===== src/rtl/gray_step_ctrl.sv =====
// Gray-code position sequencer: steps gray_out up/down by a latched count at a
// latched rate. Stepping is done in binary so only one output bit toggles per step.
module gray_step_ctrl #(
    parameter int DATA_WIDTH = 4,
    parameter int DIV_WIDTH  = 8,
    parameter int STEP_WIDTH = 8
) (
    input  logic                  clk,
    input  logic                  reset,
    input  logic                  start,
    input  logic                  stop,
    input  logic                  pause,
    input  logic                  dir,
    input  logic [DIV_WIDTH-1:0]  div,
    input  logic [STEP_WIDTH-1:0] steps,
    input  logic                  load,
    input  logic [DATA_WIDTH-1:0] load_val,
    output logic [DATA_WIDTH-1:0] gray_out,
    output logic                  step_tick,
    output logic                  busy,
    output logic                  done
);

    typedef enum logic [1:0] {S_IDLE, S_RUN, S_PAUSE, S_DONE} state_t;

    state_t                state;
    logic                  dir_q;
    logic [DIV_WIDTH-1:0]  div_q;
    logic [DIV_WIDTH-1:0]  prescaler;
    logic [STEP_WIDTH-1:0] remaining;
    logic [DATA_WIDTH-1:0] bin_cur;
    logic [DATA_WIDTH-1:0] gray_next;

    function automatic logic [DATA_WIDTH-1:0] bin2gray(input logic [DATA_WIDTH-1:0] b);
        return b ^ (b >> 1);
    endfunction

    function automatic logic [DATA_WIDTH-1:0] gray2bin(input logic [DATA_WIDTH-1:0] g);
        logic [DATA_WIDTH-1:0] b;
        b[DATA_WIDTH-1] = g[DATA_WIDTH-1];
        for (int i = DATA_WIDTH - 2; i >= 0; i--) begin
            b[i] = b[i+1] ^ g[i];
        end
        return b;
    endfunction

    // Wrap-around is the natural modulo of the binary add/subtract.
    assign bin_cur   = gray2bin(gray_out);
    assign gray_next = bin2gray(dir_q ? bin_cur + DATA_WIDTH'(1) : bin_cur - DATA_WIDTH'(1));

    always_ff @(posedge clk or posedge reset) begin
        if (reset) begin
            state     <= S_IDLE;
            gray_out  <= '0;
            prescaler <= '0;
            remaining <= '0;
            dir_q     <= 1'b0;
            div_q     <= '0;
            step_tick <= 1'b0;
            busy      <= 1'b0;
            done      <= 1'b0;
        end else begin
            step_tick <= 1'b0;
            done      <= 1'b0;
            case (state)
                S_IDLE: begin
                    if (load) begin
                        gray_out <= bin2gray(load_val);
                    end else if (start) begin
                        dir_q     <= dir;
                        div_q     <= div;
                        remaining <= steps;
                        prescaler <= '0;
                        if (steps == '0) begin
                            state <= S_DONE;
                            done  <= 1'b1;
                        end else begin
                            state <= S_RUN;
                            busy  <= 1'b1;
                        end
                    end
                end
                S_RUN: begin
                    // Priority: stop, then pause, then a due step.
                    if (stop) begin
                        state <= S_IDLE;
                        busy  <= 1'b0;
                    end else if (pause) begin
                        state <= S_PAUSE;
                    end else if (prescaler == div_q) begin
                        gray_out  <= gray_next;
                        step_tick <= 1'b1;
                        prescaler <= '0;
                        remaining <= remaining - STEP_WIDTH'(1);
                        if (remaining == STEP_WIDTH'(1)) begin
                            state <= S_DONE;
                            done  <= 1'b1;
                            busy  <= 1'b0;
                        end
                    end else begin
                        prescaler <= prescaler + DIV_WIDTH'(1);
                    end
                end
                S_PAUSE: begin
                    if (stop) begin
                        state <= S_IDLE;
                        busy  <= 1'b0;
                    end else if (!pause) begin
                        state <= S_RUN;
                    end
                end
                S_DONE: begin
                    state <= S_IDLE;
                end
                default: begin
                    state <= S_IDLE;
                    busy  <= 1'b0;
                end
            endcase
        end
    end

endmodule


===== config.mk =====
export PLATFORM = sky130hd
export DESIGN_NAME = gray_step_ctrl
export DESIGN_NICKNAME = d
export VERILOG_FILES = /design/src/rtl/gray_step_ctrl.sv
export SDC_FILE = /design/constraint.sdc
export NUM_CORES = 1
export LEC_CHECK = 0
export CAP_MARGIN = 5
export CORE_MARGIN = 4
export CORE_UTILIZATION = 40
export CTS_BUF_LIST = sky130_fd_sc_hd__clkbuf_4 sky130_fd_sc_hd__clkbuf_8
export CTS_CLUSTER_SIZE = 10
export DETAILED_ROUTE_END_ITERATION = 10
export DONT_BUFFER_PORTS = 1
export GPL_TIMING_DRIVEN = 0
export SYNTH_ARGS = -nofsm -noshare
export SYNTH_HDL_FRONTEND = slang
export SYNTH_SLANG_ARGS = --single-unit

===== constraint.sdc =====
create_clock -name clk -period 1.9 [get_ports clk]
set_input_delay 0.475 -clock clk [delete_from_list [all_inputs] [get_ports clk]]
set_output_delay 0.475 -clock clk [all_outputs]
set_load 0.02 [all_outputs]

* Yosys cells after proc, flatten, opt, wreduce, memory -nomap -nowiden
Cells that the tools add are included.
Operators by class: mux-type cells 49, add/sub/neg operators 4, bitwise logic cells 6, equal/unequal tests 19, reduce and logical (&&, ||, !) cells 10
Operators with widths (number):
- $mux 8 | 10
- $pmux 8 s2 | 2
- $mux 4 | 5
- $mux 1 | 19
- $mux 2 | 9
- $ne 2x2->1 const B | 8
- $reduce_and 5->1 | 3
- $ne 3x3->1 const B | 4
- $add 8x1->8 const B | 1
- $eq 8x1->1 const B | 1
- $eq 8x8->1 | 1
- $logic_not 8->1 | 1
- $ne 4x4->1 const B | 2
- $pmux 2 s4 | 1
- $pmux 4 s2 | 1
- $reduce_and 8->1 | 1
- $sub 8x1->8 const B | 1
- $xor 4x3->4 | 2
- $reduce_and 6->1 | 1
- $add 4x1->4 const B | 1
- $eq 2x2->1 const B | 2
- $sub 4x1->4 const B | 1
- $pmux 1 s3 | 1
- $reduce_and 3->1 | 1
- 7 further kinds | 9
Word-level totals: output and inout bits 7, logic and storage cells 97, bits of input ports 27, register bits after elaboration 34

* Depth between registers and ports, before layout
Gate-level depths: netlist of run 1.
word-level depth 10, gate-level depth with buffers 9, gate-level depth less buffers 8

* Worst setup path after synthesis of run 1
OpenSTA, ideal clock, no wires.
path type register to register, start point register gray_out[2], end point register gray_out[2], cell stages (with the launch flop) 9, data arrival time 2124 ps, path buffers 0, setup time 69 ps, slack -293 ps, period minus slack after synthesis 2193 ps, required time 1831 ps, cells stage by stage dfrtp_1 > xnor3_2 > inv_1 > ha_1 > nand2_1 > o21ai_2 > xnor2_1 > or4bb_1 > nand3_1
Between the ends: longest elaborated chain between the ends 10, elaborated cells on any way between the ends 11, those cells by class add/sub (2); mux (5); bitwise (4)
Ends and longest elaborated chain:
- from (decl) | line 18 | output logic [DATA_WIDTH-1:0] gray_out,
- from (signal assigned) | line 68 | gray_out <= bin2gray(load_val);
- from (signal assigned) | line 91 | gray_out <= gray_next;
- $xor 1x1->1 * | line 42 | b[i] = b[i+1] ^ g[i];
- $xor 1x1->1 (2 in series) | line 42
- $sub 4x1->4 / $add 4x1->4 (equally long branches) | line 49 | assign gray_next = bin2gray(dir_q ? bin_cur + DATA_WIDTH'(1) : bin_cur - DATA_WIDTH'(1));
- $mux 4 * | line 49
- $xor 4x3->4 * | line 35 | return b ^ (b >> 1);
- $mux 4 * | line 90 | end else if (prescaler == div_q) begin
- $mux 4 * | line 88 | end else if (pause) begin
- $mux 4 * | line 85 | if (stop) begin
- $pmux 4 s2 * | line 65 | case (state)
Mark *: on every way between the ends. The rest lies on a longest branch, timed or not. The select of a mux whose other input is x is not followed. A chain may end at the register's enable or synchronous reset.

* Worst setup path in the final report of run 1
start point register gray_out[1], end point register gray_out[2]
Between the ends: longest elaborated chain between the ends 9, elaborated cells on any way between the ends 10, those cells by class add/sub (2); mux (5); bitwise (3)
Ends and longest elaborated chain (line):
- $xor 1x1->1 * | 42
- $xor 1x1->1 | 42
- $sub 4x1->4 / $add 4x1->4 (equally long branches) | 49
- $mux 4 * | 49
- $xor 4x3->4 * | 35
- $mux 4 * | 90
- $mux 4 * | 88
- $mux 4 * | 85
- $pmux 4 s2 * | 65
Marked as above.

==> results of run 1 <==
-- cells in the final DEF, fill, tap and decap left out, types with 4 or more instances in the layout --
master,n
o21ai_1,14
inv_1,9
ha_1,5
dfrtp_2,6
clkbuf_8,6
xnor2_1,13
nor3_1,6
dfrtp_1,28
buf_6,4
buf_4,23
o21ai_0,4
nand3_1,6
a21oi_1,6
nor2_1,17
o22a_1,5
inv_2,4
mux2_2,9
mux2i_1,4
nand2_1,11
xor2_1,4
-- power groups by stage --
stage          Sequential [mW]  Combinational (mW)  Clock, mW
2_1_floorplan             1.31                2.00          0
5_1_grt                   1.46                3.56      0.612
6_report                  1.41                3.24      0.556
3_5_place_dp              1.39                2.36          0
3_3_place_gp              1.39                2.32          0
4_1_cts                   1.39                2.99      0.571
-- layer usage --
metal | up-vias | routed length (um) | share of wire, % | global-route usage [%]
met4 | 0 | 44 | 0.91 | 4.64
li1 | 836 | - | - | -
met1 | 835 | 2060 | 42 | 18.8
met5 | - | 0 | 0 | 0
met2 | 30 | 2520 | 52 | 27.5
met3 | 4 | 221 | 4.6 | 4.40
-- how the worst max path moves through the flow --
stage | endpoint | startpoint | depth (start not counted) | slack (ns)
5_1_grt | gray_out[2] | gray_out[1] | 8 | -0.26
3_3_place_gp | gray_out[2] | prescaler[4] | 6 | -0.27
6_report | gray_out[2] | gray_out[1] | 8 | -0.21
3_5_place_dp | gray_out[2] | prescaler[4] | 6 | -0.35
4_1_cts | gray_out[2] | gray_out[2] | 8 | -0.23
2_1_floorplan | gray_out[2] | gray_out[1] | 8 | -0.15
-- cell type report --
type | count | area, sq um
Multi-Input combinational cell | 163 | 1280
Buffer | 4 | 36.3
Clock buffer | 8 | 91.3
Fill cell | 432 | 2190
Timing Repair Buffer | 29 | 260
Tap cell | 67 | 83.8
Sequential cell | 34 | 858
Inverter | 13 | 48.8
-- cells by family (layout without fill, tap and decap cells) --
group | count (synthesis) | in the layout | synth area share, %
xor gates and xnor gates | 19 | 19 | 8.83
and+or+nand+nor | 68 | 68 | 16.6
buffers and inverters | 18 | 54 | 3.35
DFF | 34 | 34 | 41.4
AOI/OAI and AO/OA | 55 | 55 | 18.0
muxes | 13 | 13 | 6.88
adders and majority gates | 8 | 8 | 4.87
-- worst max-delay path, cell delays in order, from the launching register on --
cell and delay (ns):
dfrtp_2 0.46, xnor3_2 0.43, inv_2 0.06, ha_4 0.25, nand2_2 0.05, o21ai_2 0.15
xnor2_2 0.14, or4bb_1 0.42, nand3_1 0.08
-- state kept, by name (all words and copies together) (netlist names) --
register	cells
div_q	8
prescaler	8
remaining	8
gray_out	4
state	2
busy	1
dir_q	1
done	1
step_tick	1
-- stage by stage --
step	setup slack (ns)	hold slack (ns)
after floorplan	-0.150	0.465
after global placement	-0.274	0.489
after detailed placement	-0.352	0.434
after CTS	-0.226	0.125
after global routing	-0.260	0.151
final	-0.211	0.117
-- timing repair --
action                                  CTS  global route
gates cloned                              1             0
endpoints found under the setup margin   19            21
gates resized for setup                  17            21
setup buffers                            16            11
endpoints found under the hold margin     0             0
pin swaps                                11            15
==> reports/qor.yml, run 1 <==
clkPwrFrac_pct: 10.7
htree_levels: 2
r2r_slack_ns: -0.21
total_power_mw: 5.21
n_antenna_cell: 0
routed_wl_um: 4850
avgSynthCellArea_sq_um: 9.56
rr_endpoint: "gray_out[2]"
setup_tns_ns: -0.288
io_buffers: 0
internal_power_mw: 2.99
yosysUniqueCellTypes: 40
drv_slew: 0
hold_path.class: "input pin to async pin"
synth_enable_flop_cells: 0
period_share_pct: 111
viasPerCell: 5.36
fin_util_pct: 54.9
die_area_sq_um: 6350
hpwl_um: 3260
cts_tree: "yes"
violations: "setup timing"
path_class: "flip-flop to flip-flop"
power_density_nw_per_um2: 1960
place_inst: 283
die_w_um: 79.7
skew_ns: 0.00332
critPathCaptureType: "flip-flop"
synth_ff_type: "dfrtp_1"
clk_pin_slew_ns: 0.07
initial_utilization_pct: 42.4
synth_warnings: 0
synth_area_leaders: "dfrtp_1 41%, xnor2_1 6.0%, mux2_2 4.9%, ha_1 4.9%, o21ai_1 3.7%"
max_slew_margin_pct: 64.2
finalHoldViolCount: 0
syn2layout_area_growth_pct: 29.6
grt_max_degree: 24
peakVddDrop_mv: 1.22
synth_top_cells_by_count: "34 x dfrtp_1, 18 x nor2_1, 15 x o21ai_1"
nets: 285
numCtsBuffers: 5
design.portCount: 34
first_iter_violations: 67
synthesis.nets: 250
fmax_mhz: 474
cap_violations: 0
setup_viol: 4
route.detailed.wl_per_inst_um: 15.2
cp-start-kind: "flip-flop"
tightest_slew_ns: 0.537
cts.sinks: 34
synthArstFlopShare_pct: 100
synth.most_common_cell: "dfrtp_1"
power.switching_mw: 2.21
p_leak_nw: 1.14
sequentialPowerShare_pct: 27.0
num_rows: 25
layout_min_cycle_time_ns: 2.11
p_sw_share_pct: 42.5
synth_seq_cells: 34
gr-usage-all-layers_pct: 15.8
rsz0062_at_grt: "true"
grt_pass1_vias: 1666
yosys.area.top_type: "dfrtp_1"
grt-ovfl-total: 0
arrival_ns: 2.33
cts-root-buf: "clkbuf_8"
p_comb_share_pct: 62.3
synth-seq-area-share_pct: 41.4
r2r_cells: 8
clock_latency_ns: 0.28
ant_nets: 0
num_vias: 1705
final_area_sq_um: 2660
antenna_found_initial: 0
status: "complete, but fails checks"
worstPathRequired_ns: 2.11
rr_startpoint: "gray_out[1]"
placed_area_sq_um: 2200
grt_pass1_wl_um: 7820
cp_max_fo: 3
coreArea_sq_um: 4850
clockBufferDepth: 2
die_height_um: 79.7
hold_buffers: 0
final-instance-count-excl-fill: 318
yosys.area.top_type_share_pct: 41.4
post-route-drc-count: 0
drive_gt1_share_pct: 33.1
netlist_instances: 215
synth.cell_area_sq_um: 2050
first_pass_iters: 4
gp_congestion: 0.775
setup_ws_ns: -0.211
Power figures use the tool's default switching activity.
==> run 2, diff against run 1 <==
Settings changed: ABC_AREA set to 1, PLACE_DENSITY set to 0.65.
==> run 2 against run 1 <==
Net effect:
- the flow now finishes without violations
- clock power is 3.6% higher
- global-route usage is 0.15 points lower
- critical path depth is 6 higher
- register-to-register slack better by 0.30 ns
- count of clock-buffer cells in the layout is 1 lower
- critical path type unchanged
- critical endpoint unchanged
==> reports/qor.yml, run 2 <==
max_slew_margin_pct: 54.6  # -9.5 points
synthXorXnorAreaFrac_pct: 4.81  # -4.0 points
first_pass_iters: 4  # unchanged
nets: 344  # +21%
num_rows: 26  # +4.0%
clock_latency_ns: 0.28  # about the same
synth_ff_type: "dfrtp_1"
place_inst: 368  # +30%
cp-start-kind: "flip-flop"
antenna_found_initial: 0  # unchanged
numCtsBuffers: 5  # unchanged
clockBufferDepth: 2  # unchanged
hold_path.class: "input pin to async pin"
skew_ns: 0.00245  # -0.000871 ns
synth_seq_cells: 34  # unchanged
post-route-drc-count: 0  # unchanged
setup_viol: 0  # -4
fin_util_pct: 48.8  # -6.1 points
die_w_um: 81.9  # +2.8%
yosys.area.top_type: "dfrtp_1"
gr-usage-all-layers_pct: 15.6  # -0.15 points
finalHoldViolCount: 0  # unchanged
gp_congestion: 0.842  # +8.6%
avgSynthCellArea_sq_um: 7.36  # -23%
hold_buffers: 0  # unchanged
synth_top_family_by_area: "simple AND/OR/NAND/NOR gates"
syn2layout_area_growth_pct: 16.2
place_ws_ns: -0.113  # +0.240 ns
drv_slew: 0  # unchanged
netlist_instances: 297  # +38%
routed_wl_um: 4930  # +1.8%
mostFrequentLayoutCells: "57 x nand2_1, 41 x inv_1, 34 x nor2_1"
design.portCount: 34  # unchanged
num_vias: 1902  # +12%
grt_pass1_wl_um: 7970  # +1.9%
synth_warnings: 0  # unchanged
final_common_cell: "nand2_1"
path_common_cell: "nand2_2"
multiInputGateArea_sq_um: 1220  # -5.3%
die_height_um: 81.9  # +2.8%
ant_nets: 0  # unchanged
hpwl_um: 3740  # +15%
yosys.area.top_type_share_pct: 38.9  # -2.5 points
status: "finished, final reports clean"
power_density_nw_per_um2: 1820  # -6.8%
muxShareOfSynthArea_pct: 2.06  # -4.8 points
drive_gt1_share_pct: 18.4  # -15 points
fmax_mhz: 552  # +17%
reg_top3: "div_q x8, prescaler x8, remaining x8"
path_cells: "inv_2 > nand2_2 > nand3_2 > nand2_2 > inv_2 > ha_4 > nand2_2 > inv_2 > nand2_4 > nand2_2 > nand2_1 > nand3_1 > nand3_1 > a21oi_1"
grt_pass1_vias: 1803  # +8.2%
synth.cell_area_sq_um: 2180  # +6.3%
tightest_slew_ns: 0.680  # +0.143 ns
cp_slowest_stage_delay_ns: 0.48  # +0.02 ns
period_share_pct: 95.3  # -16 points
seqCellArea_sq_um: 856  # -0.29%
critPathCaptureType: "flip-flop"
initial_utilization_pct: 42.0  # -0.40 points
synth_top_cells_by_count: "63 x nand2_1, 48 x inv_1, 34 x dfrtp_1, 34 x nor2_1, 22 x o21ai_0"
synth-seq-area-share_pct: 38.9  # -2.5 points
grt-ovfl-total: 0  # unchanged
die_area_sq_um: 6710  # +5.7%
route.detailed.wl_per_inst_um: 13.0  # -15%
io_buffers: 0  # unchanged
fill_cells: 507  # +17%
coreArea_sq_um: 5200  # +7.4%
worstPathRequired_ns: 2.11  # about the same
synthAdderAreaFrac_pct: 4.58  # -0.29 points
p_leak_nw: 1.21  # +6.9%
cts-root-buf: "clkbuf_8"
cp_max_fo: 5  # +2
clk_pin_slew_ns: 0.07  # about the same
cts_tree: "yes"
synthArstFlopShare_pct: 100  # unchanged
viasPerCell: 5.01  # -6.6%
synth_enable_flop_cells: 0  # unchanged
cap_violations: 0  # unchanged
final-instance-count-excl-fill: 380  # +19%
crit_slowest_cell: "dfrtp_2"
synth_area_leaders: "dfrtp_1 39%, nand2_1 11%, inv_1 8.2%, nor2_1 5.8%, o21ai_0 5.0%"
yosysUniqueCellTypes: 29  # -28%
path_class: "flip-flop to flip-flop"
cts.sinks: 34  # unchanged
synth.most_common_cell: "nand2_1"
synthesis.nets: 332  # +33%
setup_ws_ns: 0.0887  # +0.300 ns
synth-simple-area-share_pct: 26.5  # +9.8 points
layout_min_cycle_time_ns: 1.81  # -0.300 ns
synth_compound_area_share_pct: 12.9  # -5.1 points
arrival_ns: 2.02  # -0.31 ns
setup_tns_ns: 0  # +0.288 ns
rsz0062_at_grt: "true"
grt_max_degree: 21  # -13%
first_iter_violations: 78  # +16%
n_antenna_cell: 0  # unchanged
htree_levels: 2  # unchanged
peakVddDrop_mv: 0.775  # -36%
-- run 2: cell types whose count changed in the layout (fill, tap and decap cells not counted), moves of 7 or more --
cell	change
inv_1	+32
inv_2	+7
o21ai_1	-10
buf_4	-18
o21ai_0	+18
nor2_1	+17
nand3_1	+8
nand2_1	+46
xnor2_1	-7
a21oi_1	+8
-- run 2: cells by family (layout without fill, tap and decap cells) --
family	count (synthesis)	in the layout
and+or+nand+nor	131	131
muxes	4	4
xor gates and xnor gates	12	12
AOI/OAI and AO/OA	51	51
adders and majority gates	8	8
DFF	34	34
buffers and inverters	57	70
-- run 2: cell type report --
cell class / count / share of cell area (%)
flip-flops and latches: 34 / 33.7
repair buffers: 5 / 2.27
inverters: 52 / 7.69
plain buffers: 5 / 1.23
multi-input cells: 206 / 47.9
well taps: 70 / 3.45
clock buffers: 7 / 3.55
clock inverters: 1 / 0.197
-- run 2: stage by stage --
stage	area [sq um]	hold slack (ns)	power [mW]
floorplan	2180	0.470	3.17
global placement	2270	0.500	3.57
detailed placement	2300	0.509	3.66
CTS	2400	0.196	4.28
global route	2540	0.209	5.15
finish	2540	0.176	4.63
-- run 2: worst paths after layout --
kind	to	slack, ns	cells past startpoint	startpoint
hold / removal	div_q[4]	0.18	1	reset
min in group clk	div_q[0]	0.34	1	div[0]
setup reg to reg	gray_out[2]	0.09	14	gray_out[3]
max in group asynchronous	prescaler[5]	1.18	2	reset
setup / recovery	gray_out[2]	0.09	14	gray_out[3]
hold reg to reg	remaining[6]	0.52	2	remaining[6]
-- run 2: power breakdown --
part	internal [mW]	switching [mW]	leakage, nW	total [mW]
clock network	0.307	0.269	0.0517	0.576
logic	1.06	1.66	0.747	2.72
registers	1.01	0.316	0.416	1.33
-- run 2: critical path, delay by kind of cell (launching register included) --
| kind | cells | cell delay [ns] |
|---|---|---|
| AOI/OAI and AO/OA | 1 | 0.15 |
| and+or+nand+nor | 9 | 0.66 |
| DFF | 1 | 0.48 |
| buffers and inverters | 3 | 0.18 |
| adders and majority gates | 1 | 0.25 |
-- run 2: what timing repair did --
action / CTS / global route
pin swaps: 0 / 12
gates resized for setup: 3 / 32
setup endpoints to repair: 2 / 15
setup buffers: 0 / 4
-- run 2: metal layers --
metal | wire [um] | up-vias | GRT usage, %
met3 | 265 | 5 | 4.17
met1 | 2220 | 879 | 19.7
met2 | 2400 | 46 | 25.9
met4 | 51 | 0 | 4.98
li1 | - | 972 | -
met5 | 0 | - | 0
